### src/rtl/gf_filter_pkg.sv
// Shared definitions for the 10x filter atoms: coefficient tables, rounding
// constants, accumulator sizing and FSM state encoding.
package gf_filter_pkg;

    localparam int SAMPLE_W    = 8;
    localparam int ROUND_CONST = 64;
    localparam int ROUND_SHIFT = 7;
    localparam int SAT_MAX     = 127;
    localparam int SAT_MIN     = -128;

    localparam logic [1:0] ST_IDLE = 2'd0;
    localparam logic [1:0] ST_MAC  = 2'd1;
    localparam logic [1:0] ST_OUT  = 2'd2;

    typedef logic signed [SAMPLE_W-1:0] sample_t;

    // Sized so that TAPS full-scale products can never overflow the accumulator.
    function automatic int acc_width(input int coef_w, input int taps);
        return SAMPLE_W + coef_w + $clog2(taps);
    endfunction

    // Set 1 holds 128 in tap 0, which needs COEF_W >= 9 to stay positive.
    function automatic int coef(input int set, input int i);
        int c;
        c = 0;
        case (set)
            1: c = (i == 0) ? 128 : 0;
            2: c = 6;
            3: c = 8;
            default: begin
                case (i)
                    1, 18:   c = 1;
                    2, 17:   c = 2;
                    3, 16:   c = 3;
                    4, 15:   c = 5;
                    5, 14:   c = 7;
                    6, 13:   c = 9;
                    7, 12:   c = 11;
                    8, 11:   c = 12;
                    9, 10:   c = 14;
                    default: c = 0;
                endcase
            end
        endcase
        return c;
    endfunction

endpackage

### src/rtl/atom_decimator_mac.sv
// Multiply-accumulate datapath for the decimator: one signed product per enabled
// cycle, with round-half-up and saturation to 8 bits on the output.
module atom_decimator_mac
    import gf_filter_pkg::*;
#(
    parameter int COEF_W = 8,
    parameter int ACC_W  = 21
) (
    input  logic              clk,
    input  logic              reset,
    input  logic              clear,
    input  logic              en,
    input  logic [7:0]        a,
    input  logic [COEF_W-1:0] b,
    output logic [7:0]        y
);

    logic signed [SAMPLE_W+COEF_W-1:0] product;
    logic signed [ACC_W-1:0]           acc_reg;
    logic signed [ACC_W-1:0]           rounded;
    logic signed [ACC_W-1:0]           shifted;

    assign product = $signed(a) * $signed(b);

    always_ff @(posedge clk) begin
        if (reset) begin
            acc_reg <= '0;
        end else if (clear) begin
            acc_reg <= '0;
        end else if (en) begin
            acc_reg <= acc_reg + ACC_W'(product);
        end
    end

    assign rounded = acc_reg + $signed(ACC_W'(ROUND_CONST));
    assign shifted = rounded >>> ROUND_SHIFT;

    always_comb begin
        y = shifted[7:0];
        if (shifted > $signed(ACC_W'(SAT_MAX))) begin
            y = 8'h7f;
        end else if (shifted < $signed(ACC_W'(SAT_MIN))) begin
            y = 8'h80;
        end
    end

endmodule

### src/rtl/atom_decimator_10x.sv
// Decimating FIR: keeps a 10x-rate sample history, snapshots it on each base-rate
// strobe and runs one tap per clock through the MAC to produce one output sample.
module atom_decimator_10x
    import gf_filter_pkg::*;
#(
    parameter int TAPS     = 20,
    parameter int COEF_W   = 8,
    parameter int COEF_SET = 0
) (
    input  logic       clk,
    input  logic       reset,
    input  logic       clk_en_10x,
    input  logic       clk_en,
    input  logic [7:0] sample_x,
    output logic [7:0] sample_y,
    output logic       y_valid,
    output logic       overrun
);

    localparam int ACC_W = acc_width(COEF_W, TAPS);
    localparam int IDX_W = $clog2(TAPS);
    localparam logic [IDX_W-1:0] LAST_IDX = IDX_W'(TAPS - 1);

    logic [1:0]               state_reg;
    logic [IDX_W-1:0]         idx_reg;
    // The window's oldest tap comes from hist_reg[TAPS-2]; the newest is sample_x itself.
    logic [7:0]               hist_reg [TAPS-1];
    logic [7:0]               snap_reg [TAPS];
    logic signed [COEF_W-1:0] coef_rom [TAPS];
    logic [7:0]               sample_y_reg;
    logic                     y_valid_reg;
    logic                     overrun_reg;

    logic                     snap_load;
    logic                     mac_en;
    logic [7:0]               mac_a;
    logic [COEF_W-1:0]        mac_b;
    logic [7:0]               mac_y;

    genvar gi;
    generate
        for (gi = 0; gi < TAPS; gi++) begin : g_coef
            assign coef_rom[gi] = COEF_W'(coef(COEF_SET, gi));
        end
    endgenerate

    assign snap_load = clk_en && (state_reg == ST_IDLE);
    assign mac_en    = (state_reg == ST_MAC);
    assign mac_a     = snap_reg[idx_reg];
    assign mac_b     = coef_rom[idx_reg];

    always_ff @(posedge clk) begin
        if (reset) begin
            for (int k = 0; k < TAPS - 1; k++) begin
                hist_reg[k] <= '0;
            end
        end else if (clk_en_10x) begin
            hist_reg[0] <= sample_x;
            for (int k = 1; k < TAPS - 1; k++) begin
                hist_reg[k] <= hist_reg[k-1];
            end
        end
    end

    always_ff @(posedge clk) begin
        if (reset) begin
            for (int k = 0; k < TAPS; k++) begin
                snap_reg[k] <= '0;
            end
        end else if (snap_load) begin
            snap_reg[0] <= sample_x;
            for (int k = 1; k < TAPS; k++) begin
                snap_reg[k] <= hist_reg[k-1];
            end
        end
    end

    always_ff @(posedge clk) begin
        if (reset) begin
            state_reg    <= ST_IDLE;
            idx_reg      <= '0;
            sample_y_reg <= '0;
            y_valid_reg  <= 1'b0;
            overrun_reg  <= 1'b0;
        end else begin
            y_valid_reg <= 1'b0;
            // A strobe outside IDLE is dropped; the running window finishes untouched.
            if (clk_en && (state_reg != ST_IDLE)) begin
                overrun_reg <= 1'b1;
            end
            case (state_reg)
                ST_IDLE: begin
                    if (clk_en) begin
                        idx_reg   <= '0;
                        state_reg <= ST_MAC;
                    end
                end
                ST_MAC: begin
                    idx_reg <= idx_reg + IDX_W'(1);
                    if (idx_reg == LAST_IDX) begin
                        state_reg <= ST_OUT;
                    end
                end
                ST_OUT: begin
                    sample_y_reg <= mac_y;
                    y_valid_reg  <= 1'b1;
                    state_reg    <= ST_IDLE;
                end
                default: begin
                    state_reg <= ST_IDLE;
                end
            endcase
        end
    end

    atom_decimator_mac #(
        .COEF_W (COEF_W),
        .ACC_W  (ACC_W)
    ) u_mac (
        .clk   (clk),
        .reset (reset),
        .clear (snap_load),
        .en    (mac_en),
        .a     (mac_a),
        .b     (mac_b),
        .y     (mac_y)
    );

    assign sample_y = sample_y_reg;
    assign y_valid  = y_valid_reg;
    assign overrun  = overrun_reg;

endmodule
### config.mk
export PLATFORM = sky130hd
export DESIGN_NAME = atom_decimator_10x
export DESIGN_NICKNAME = d
export VERILOG_FILES = /design/src/rtl/gf_filter_pkg.sv /design/src/rtl/atom_decimator_mac.sv /design/src/rtl/atom_decimator_10x.sv
export SDC_FILE = /design/constraint.sdc
export NUM_CORES = 1
export LEC_CHECK = 0
export ABC_AREA = 1
export CAP_MARGIN = 10
export CORE_UTILIZATION = 35
export CTS_BUF_LIST = sky130_fd_sc_hd__clkbuf_8
export DETAILED_ROUTE_END_ITERATION = 10
export GPL_TIMING_DRIVEN = 0
export MAX_ROUTING_LAYER = met4
export PLACE_DENSITY = 0.6
export SYNTH_ARGS = -nofsm -noshare
export SYNTH_HDL_FRONTEND = slang
export SYNTH_HIERARCHICAL = 1
export SYNTH_SLANG_ARGS = --single-unit
export TNS_END_PERCENT = 50
### constraint.sdc
create_clock -name clk -period 17.8 [get_ports clk]
set_input_delay 3.56 -clock clk [delete_from_list [all_inputs] [get_ports clk]]
set_output_delay 3.56 -clock clk [all_outputs]
set_load 0.01 [all_outputs]
==> out/summary.md <==
The most numerous cell type found on the critical path is nand2_1. Yosys printed 6 warnings. In this run the number of cells on the critical path is 27.

The run gives 0 as the number of DRC violations after detailed routing. The final critical path takes up 37.35% of the cycle. CTS placed an instance of clkbuf_8 at the clock tree root. The count of nets left with antenna violations once routing finished came out at 0.

After layout, the minimum clock period comes to 6648 ps. The run gives 0 as the number of slew-limit violations in the final report. TritonCTS built the clock tree. The tools report the number of detailed-route iterations in the first pass as 6.

The run finished with clean final reports. The launching element type of the critical path is a flop. Relative to the synthesized area, the layout overhead comes to 12.73%. The top achievable clock speed was 0.1504 GHz.

In this run the standard cell core region covers 53080 um^2. In this run the number of H-tree levels came out at 2. The placed instances occupy a cell area of 20270 um^2. After clock tree synthesis, the setup repair step added 0 buffers. The category of the worst setup path capture point is a flop.

The post-detailed-route via-to-cell ratio came out at 4.646. The die is 234.9 um wide. On the final layout, the worst hold slack is 468.6 ps. The min-delay analysis places its worst path in the category reg2reg. The length in cells of the worst reg-to-reg path works out to 27. Synthesis inferred 355 register bits. For this design the top-level I/O count stands at 22. Setup repair after global routing left no endpoint under its margin.

After the first detailed-routing iteration, the DRC count stood at 918. Worst-margin pin slew: 841.8 ps. The floorplan step defined a die boundary enclosing 55160 um^2. The worst setup path is of the reg2reg kind. The worst stage delay on the critical path is 610 ps, and the number of nets in the final layout is 2231. The half-perimeter wire length after placement is 31.71 mm. The largest fanout on the critical path is 13, and the per-instance average area after synthesis is 9.566 um^2.

In this run the tightest slew margin relative to its limit is 43.82%. The die span in y came out at 234.9 um. The clock reaches the later pin of the worst-skew pair after 630 ps.

After clock tree synthesis, the repair step resized 0 gates. For the post-detailed-routing wire length, the log shows 43.51 mm. The logs give 13499 for the via count of the first global-routing pass and 11150 ps for the setup slack of the most critical reg-to-reg path. The tool flagged a number of max-cap violations equal to 0. The tools report the total routing usage reported by global routing as 16.56%. After floorplanning, the core was divided into 84 placement rows. STA puts the critical path data arrival time at 7180 ps. The filler-free cell count of the finished design is 2815.

The number of hold buffers added after CTS was 0. The run gives 0 as the number of antenna violations at the first check in global routing. The run gives 0 as the antenna diode count. The overall via count from detail_route is 13078, and the total standard cell area after synthesis is 18980 um^2.

The number of instances in the synthesized netlist came out at 1984. The clock transition at the registers of the reported paths was 60 ps. For this design the ratio of total power to cell area is 106.0 nW/um^2.

The port buffer count is 21, and the first-pass GRT wire length is 70.79 mm. Clock tree synthesis inserted a total of 59 buffers. The number of endpoints with negative hold slack in the final report was 0; the number of different library cells in the post-synthesis netlist was 37. The critical path contains buffers and inverters numbering 6 combined.

The finished cells cover 21400 um^2. Entering global routing, the biggest net connects 65 pins. In this run the critical register-to-register path is captured at u_mac/acc_reg[14]. The detail-routed net length per standard cell came out at 15.45 um. The cell leakage power is 9.567 nW, and the final weighted congestion of routability-driven global placement is 0.8755. The residual overflow from global routing is 0, and the maximum count of clock buffers along a single path is 3. The number of flip-flops under the largest register name was 160. The cell type group with the largest total delay on the critical path was adder cells. Critical-path cell with the highest stage delay: inv_1. The filler cell count in the final layout was 5191. Clock skew on the completed layout was measured at 44.44 ps. The initial utilization of the core area, before any placement, comes to 35.76%. The layout cell share with drive strength beyond 1 was 7.804%; the maximum resistive drop on vdd was 0.00006562 V. CTS saw 355 sinks.

The number of cells in the design after placement came out at 2704. For the sequential area share after synthesis, the log shows 53.90%. The required time of the critical path came out at 18330 ps. Following the worst setup path forward leads to its endpoint at u_mac/acc_reg[14]. For the post-route setup TNS, the log shows 0 ps. Setup violations remaining at the end of the flow were counted as 0.
## per-layer routing
metal  vias up  share of wire [%]  track usage, %
li1       6432                  -               -
met1      6276                 44           20.69
met2       287                 48           27.75
met3        83                4.9           2.326
met4         0                2.7           5.203
met5         -                  0               -
## worst min path at each step
stage	from	end	slack (ps)	cells after the start
floorplan	u_mac/acc_reg[0]	u_mac/acc_reg[0]	450	2
global placement	u_mac/acc_reg[0]	u_mac/acc_reg[0]	460	2
detailed placement	u_mac/acc_reg[0]	u_mac/acc_reg[0]	460	2
CTS	u_mac/acc_reg[0]	u_mac/acc_reg[0]	470	2
global route	u_mac/acc_reg[0]	u_mac/acc_reg[0]	480	2
finish	u_mac/acc_reg[0]	u_mac/acc_reg[0]	470	2
## per-stage QoR
stage | power (mW) | setup WS [ps] | util (%)
finish | 2.268 | 11150 | 40.31
global route | 2.417 | 10550 | 40.31
CTS | 2.286 | 11080 | 40.31
detailed placement | 1.594 | 11100 | 38.18
global placement | 1.601 | -4141 | 37.80
floorplan | 1.445 | 2107 | -
## synthesized netlist by cell type, drive strengths merged
cell type / count / area share (%)
o21a: 1 / 0.040
nand3b: 2 / 0.079
a221oi: 1 / 0.046
o21ai: 52 / 1.4
xor2: 13 / 0.60
nand4: 12 / 0.40
dfxtp: 43 / 4.5
edfxtp: 312 / 49
fa: 92 / 9.7
a21oi: 36 / 0.95
or2: 4 / 0.13
conb: 1 / 0.020
o22ai: 8 / 0.26
clkbuf: 42 / 0.83
nand2: 382 / 7.7
xnor2: 3 / 0.14
clkinv: 3 / 0.059
a22oi: 2 / 0.079
o211ai: 3 / 0.12
nor2: 389 / 8.2
nor3: 3 / 0.079
nand3: 137 / 3.7
buf: 43 / 1.4
ha: 50 / 3.3
o31ai: 1 / 0.040
inv: 349 / 6.9
## worst register-to-register path, delay by kind of cell, from the launching register on
family	cells	cell delay, ps
buffers and inverters	6	1830
AO/OA/AOI/OAI	1	240
flip-flops	1	310
adder cells (fa/ha/maj)	6	2750
AND/OR/NAND/NOR	14	1440
## placed cells by master (no fill, tap or decap), drive strengths merged, types with 8 or more instances in the layout
| cell | instances |
|---|---|
| a21oi | 36 |
| buf | 51 |
| clkbuf | 104 |
| clkdlybuf4s50 | 21 |
| clkinv | 20 |
| dfxtp | 43 |
| edfxtp | 312 |
| fa | 92 |
| ha | 50 |
| inv | 377 |
| nand2 | 382 |
| nand3 | 137 |
| nand4 | 12 |
| nor2 | 389 |
| o21ai | 52 |
| o22ai | 8 |
| xor2 | 13 |
## kinds of logic (layout without fill, tap and decap cells)
family | after synthesis | after routing | synth area share [%]
compound gates | 104 | 104 | 2.907
xor+xnor | 16 | 16 | 0.7384
fa+ha+maj | 142 | 142 | 13.00
buf+inv | 437 | 577 | 9.243
flops | 355 | 355 | 53.90
other cells | 1 | 4 | 0.01976
simple gates | 929 | 929 | 20.19
## cell type report
class | count | area [um^2] | area share [%]
clock buffers | 62 | 853.3 | 3.988
clock inverters | 49 | 276.5 | 1.292
flip-flops and latches | 355 | 10230 | 47.81
multi-input cells | 1195 | 7020 | 32.81
plain buffers | 85 | 430.4 | 2.012
repair buffers | 29 | 400.4 | 1.871
inverters | 352 | 1324 | 6.187
well taps | 688 | 860.8 | 4.023
## power by group
part	internal, mW	leakage, nW	switching, mW
clock	0.365	0.673	0.323
sequential	0.968	3.77	0.0255
combinational	0.204	5.13	0.382
total	1.54	9.57	0.731
(Power assumes the default switching activity.)
